==> src/rtl/down_counter_load.sv <==
// rtl/down_counter_load.sv - modulo-N down counter with parallel load, terminal-count pulse and one-shot mode
module down_counter_load #(
   parameter int W   = 4,
   parameter int MOD = 10
) (
   input  logic         clk,
   input  logic         rst,
   input  logic         en,
   input  logic         load,
   input  logic [W-1:0] load_val,
   input  logic         oneshot,
   output logic [W-1:0] out,
   output logic         tc,
   output logic         zero,
   output logic         busy
);

   typedef enum logic [1:0] {
      ST_IDLE = 2'd0,
      ST_RUN  = 2'd1,
      ST_DONE = 2'd2
   } state_t;

   localparam logic [W-1:0] MAX_VAL = W'(MOD - 1);
   localparam logic [W-1:0] ONE     = W'(1);

   generate
      if (MOD < 2 || MOD > (1 << W)) begin : g_bad_mod
         $error("down_counter_load: MOD must satisfy 2 <= MOD <= 2**W");
      end
   endgenerate

   state_t       state_q, state_d;
   logic [W-1:0] cnt_q, cnt_d;
   logic         tc_q, tc_d;
   logic         mode_q, mode_d;
   logic [W-1:0] clamped_val;

   assign clamped_val = (load_val > MAX_VAL) ? MAX_VAL : load_val;

   always_ff @(posedge clk or negedge rst) begin
      if (!rst) begin
         state_q <= ST_IDLE;
         cnt_q   <= '0;
         tc_q    <= 1'b0;
         mode_q  <= 1'b0;
      end else begin
         state_q <= state_d;
         cnt_q   <= cnt_d;
         tc_q    <= tc_d;
         mode_q  <= mode_d;
      end
   end

   always_comb begin
      state_d = state_q;
      cnt_d   = cnt_q;
      tc_d    = 1'b0;
      mode_d  = mode_q;
      if (load) begin
         cnt_d   = clamped_val;
         mode_d  = oneshot;
         state_d = (oneshot && clamped_val == '0) ? ST_DONE : ST_RUN;
      end else begin
         case (state_q)
            ST_RUN: begin
               if (en) begin
                  if (cnt_q != '0) begin
                     cnt_d = cnt_q - ONE;
                     if (cnt_q == ONE) begin
                        tc_d = 1'b1;
                        // one-shot finishes on the same edge that raises tc
                        if (mode_q) begin
                           state_d = ST_DONE;
                        end
                     end
                  end else if (!mode_q) begin
                     cnt_d = MAX_VAL;
                  end
               end
            end
            default: begin
               cnt_d = cnt_q;
            end
         endcase
      end
   end

   assign out  = cnt_q;
   assign tc   = tc_q;
   assign zero = (cnt_q == '0);
   assign busy = (state_q == ST_RUN);

endmodule

==> config.mk <==
export PLATFORM = sky130hd
export DESIGN_NAME = down_counter_load
export DESIGN_NICKNAME = d
export VERILOG_FILES = /design/src/rtl/down_counter_load.sv
export SDC_FILE = /design/constraint.sdc
export NUM_CORES = 1
export LEC_CHECK = 0
export CORE_AREA = 5 5 42 44
export DETAILED_ROUTE_END_ITERATION = 12
export DIE_AREA = 0 0 47 49
export GPL_TIMING_DRIVEN = 0
export PLACE_DENSITY_LB_ADDON = 0.08
export SLEW_MARGIN = 20
export SYNTH_ARGS = -nofsm -noshare
export SYNTH_HDL_FRONTEND = slang
export SYNTH_SLANG_ARGS = --single-unit
==> constraint.sdc <==
create_clock -name clk -period 2 [get_ports clk]
set_input_delay 0.2 -clock clk [delete_from_list [all_inputs] [get_ports clk]]
set_output_delay 0.2 -clock clk [all_outputs]
set_load 0.01 [all_outputs]
; Word level (Yosys, flattened, before mapping)
; Cells that the tools add are included.
[op_classes]
add_sub_neg = 1
order_cmp = 1
n_eq_ne = 3
mux = 18
n_reduce_logical = 11
[ops]
columns = cell, n
row1 = 2-to-1 mux 4 bit, 6
row2 = 2-to-1 mux 2 bit, 7
row3 = nonzero test 2 bit, 5
row4 = logical NOT 4 bit, 2
row5 = 2-to-1 mux 1 bit, 5
row6 = AND reduction 5 bit, 1
row7 = "equality test 4 x 1 -> 1 bit, second input constant", 1
row8 = "> comparator 4 bit, second input constant", 1
row9 = nonzero test 4 bit, 1
row10 = "subtractor 4 x 1 -> 4 bit, second input constant", 1
row11 = "inequality test 3 x 2 -> 1 bit, second input constant", 1
row12 = AND reduction 3 bit, 1
row13 = "equality test 2 x 1 -> 1 bit, second input constant", 1
row14 = logical AND 1 bit, 1
[totals]
regBits = 8
in_bits = 9
output_inout_bits = 7
wordCells = 38

; Longest topological paths before layout
[logic_depth]
ltp_word = 6
mapped_depth = 4
ltp_nobuf = 3

; Least setup slack after synthesis
; No wires, ideal clock.
[synth_path]
path_kind = reg2reg
startpoint = reg cnt_q[3], in the netlist out[3]
endpoint = reg cnt_q[3], in the netlist out[3]
setup_ps = 88
arrival_time_ps = 1529
required_ps = 1912
path_slack_ps = 382
path_stages_with_launch = 4
path_buffers = 0
period_less_slack_ps = 1618
path_cell_list = dfrtp_1 -> nor4_1 -> or3b_1 -> a41oi_1
[synth_via]
elab_chain_cells = 5
word_cells_on_any_way = 8
classes_between = add/sub: 1 / eq/ne: 1 / mux: 4 / reduce/logical: 2
[synth_rtl]
columns = element, line_no
row1 = "start, declared", 34  ; logic [W-1:0] cnt_q, cnt_d;
row2 = "start signal, assigned", 49  ; cnt_q <= cnt_d;
row3 = subtractor 4 x 1 -> 4 bit or nonzero test 4 bit (tied branches), "69, 68"
row4 = 2-to-1 mux 4 bit, 68  ; if (cnt_q != '0) begin
row5 = 2-to-1 mux 4 bit, 67  ; if (en) begin
row6 = 2-to-1 mux 4 bit, 65  ; case (state_q)
row7 = 2-to-1 mux 4 bit, 60  ; if (load) begin
; Several ways; a longest one is shown, not always the timed one. The select of a mux whose other input is x is not followed.
; A chain may end at the register's enable or synchronous reset.

; Worst setup path after layout
[layout_path]
startpoint = reg cnt_q[3], in the netlist out[3]
endpoint = out zero
[layout_via]
elab_chain_cells = 1
[layout_rtl]
columns = element, line_no
row1 = logical NOT 4 bit, 91  ; assign zero = (cnt_q == '0);
row2 = "end, declared", 14  ; output logic zero,
; Every way passes these cells.

==> metrics.cfg <==
[floorplanning]
die-area_mm2=0.00230
fp-row-count=14
io_pins=16
fp.dieW_um=47
initial_core_util_pct=33.1
core_area_mm2=0.00140
die_y_um=49

[synth]
synth.largest_area_cell=dfrtp_1
syn_avg_cell_area_um2=10.5
yosysWarnings=0
synth_nets=53
netlist_instances=44
ys_seq_area_share_pct=43.1
ys_seq_elements=8
synth.area.top_cells=dfrtp_1 (43%), o2bb2a_4 (4.3%), nor2b_1 (4.0%)
synth_top_area_share_pct=43.1
ys_types=26
netlist_area_um2=464

[final_layout]
diodes=0
nets=72
fin_cells=77
drive_gt1_share_pct=11.5
syn_to_final_growth_pct=39.4

[worst_setup_path]
crit_type=reg2out
reg2reg_from=out[3]
crit_start=out[3]
cp_num_buf_inv=1
worst_setup_path_start_kind=flop
cp.depth=2
r2r_slack_ps=540
worstPathMaxFanout=7
crit_path_cell_trace=nor4_1, clkdlybuf4s50_1
required_ps=1800
worst_r2r_endpoint=out[3]
endpoint_kind=output port
critPathArrivalTime_ps=1630
cp-endpoint=zero
max_stage_delay_ps=600
reg2reg_depth=3
cp_slowest_cell=clkdlybuf4s50_1
path_delay_family=buffers and inverters

[sta]
slew_headroom_pct=75.0
max_freq_mhz=545
setup_violations=0
worst_slew_pin_slew_ps=374
final.setup.worst_slack_ps=167
grt_setup_unrepaired=no
fin_tns_setup_ps=0
finalCriticalPeriod_ps=1830
drv_slew=0
hold_violations=0
finalClockSkew_ps=3.92
finalCritPeriodShare_pct=91.7

[drt]
met1_length_um=510
wl_met3_um=63
drc_errors=0
firstDrtPassIters=4
vias=415
drt-vias-per-instance=5.39
wl_um=1120
ant_nets=0
top_layer=met4
wl_per_cell_um=14.5
met2_length_um=533
drt-initial-drc-count=6

[job]
max-cap-violations=0

[placed_design]
hpwl_um=887
io_buffers=14
gp_congestion=0.718
place_ws_ps=419
dp_cells=74

[clock_network]
root_buffer=clkbuf_4
h-tree-depth=1
cts_resized=0
postCtsSetupRepairBufs=0
cts_tree=built
cts_sinks=8
path_clk_slew_ps=50
insertion_delay_ps=250
ctsLongestPathBuffers=2
hold_buffers=0
cts_made_buffers=3

[global_routing]
grt.total_usage_pct=11.0
antenna_found_initial=0
grt_max_degree=10
grt_pass1_wl_um=1840
grt_overflow=0
grt_pass1_vias=397

[run_status]
status=completed

[power_and_ir_drop]
finalPower_uw=429
ir_drop_v=0.000426
power_density_mw_per_mm2=663
p_leak_uw=0.000248

[min_path]
min_path_type=in2reg

-- state kept, by name (all words and copies together) (netlist names) --
signal   cells
mode_q       1
out          4
tc           1
state_q      2
-- routing by layer --
layer  vias to the layer above  GRT usage, %
li1                        210             -
met1                       193          12.9
met2                        10          17.4
met3                         2          5.54
met4                         0          2.76
met5                         -             0
-- where the power goes --
part	internal (uW)	switching, uW
Combinational	64.8	44.3
Clock	68.3	50.0
Sequential	177	24.4
-- cell usage in the layout, fill, tap and decap left out, drive strengths merged, types with 2 or more instances in the layout --
cell type / instances
a21oi: 3
inv: 3
clkbuf: 3
nor4: 3
nor2b: 3
o21ai: 4
clkdlybuf4s50: 14
dfrtp: 8
nor2: 2
-- cells in the mapped netlist --
library cell / number
and4_1: 1
mux2_2: 1
buf_6: 1
or3b_1: 1
nand3b_1: 1
a31o_1: 1
o21ai_1: 1
nor2_1: 2
nor2b_1: 3
o21bai_1: 1
nand4bb_1: 1
or4_4: 1
dfrtp_1: 8
a21oi_1: 3
a32oi_1: 1
nor4_1: 3
inv_1: 3
nor4bb_1: 1
a221o_1: 1
nand4_1: 1
a41oi_1: 1
nand2b_1: 1
o21ai_0: 3
o2bb2ai_1: 1
o211ai_1: 1
o2bb2a_4: 1
-- cell type report --
cell class	instances	area [um^2]
inverters	3	11.3
multi-input cells	32	241
well taps	16	20.0
fillers	139	754
clock buffers	3	22.5
repair buffers	14	140
plain buffers	1	11.3
flip-flops and latches	8	200
-- kinds of logic (layout without fill, tap and decap cells) --
| family | count (synthesis) | count (layout) | synth area share (%) |
|---|---|---|---|
| DFF | 8 | 8 | 43.1 |
| muxes | 1 | 1 | 2.43 |
| and+or+nand+nor | 16 | 16 | 24.8 |
| AOI/OAI and AO/OA | 15 | 15 | 24.8 |
| buffers and inverters | 4 | 21 | 4.85 |
-- through the flow --
stage / hold slack, ps / utilization (%) / instance area, um^2
finish: 206 / 46.2 / 647
global placement: 461 / 44.6 / 624
global route: 187 / 46.2 / 647
floorplan: -95.6 / - / 464
CTS: 196 / 46.2 / 647
detailed placement: 464 / 44.6 / 624
-- how the worst min path moves through the flow --
stage / from / end / slack [ps] / depth (start not counted)
finish: load / out[0] / 210 / 2
global route: load / out[0] / 190 / 2
CTS: load / out[0] / 200 / 2
detailed placement: load / out[0] / 460 / 2
global placement: load / out[0] / 460 / 2
floorplan: rst / mode_q / -100 / 0
(Power assumes the default switching activity.)
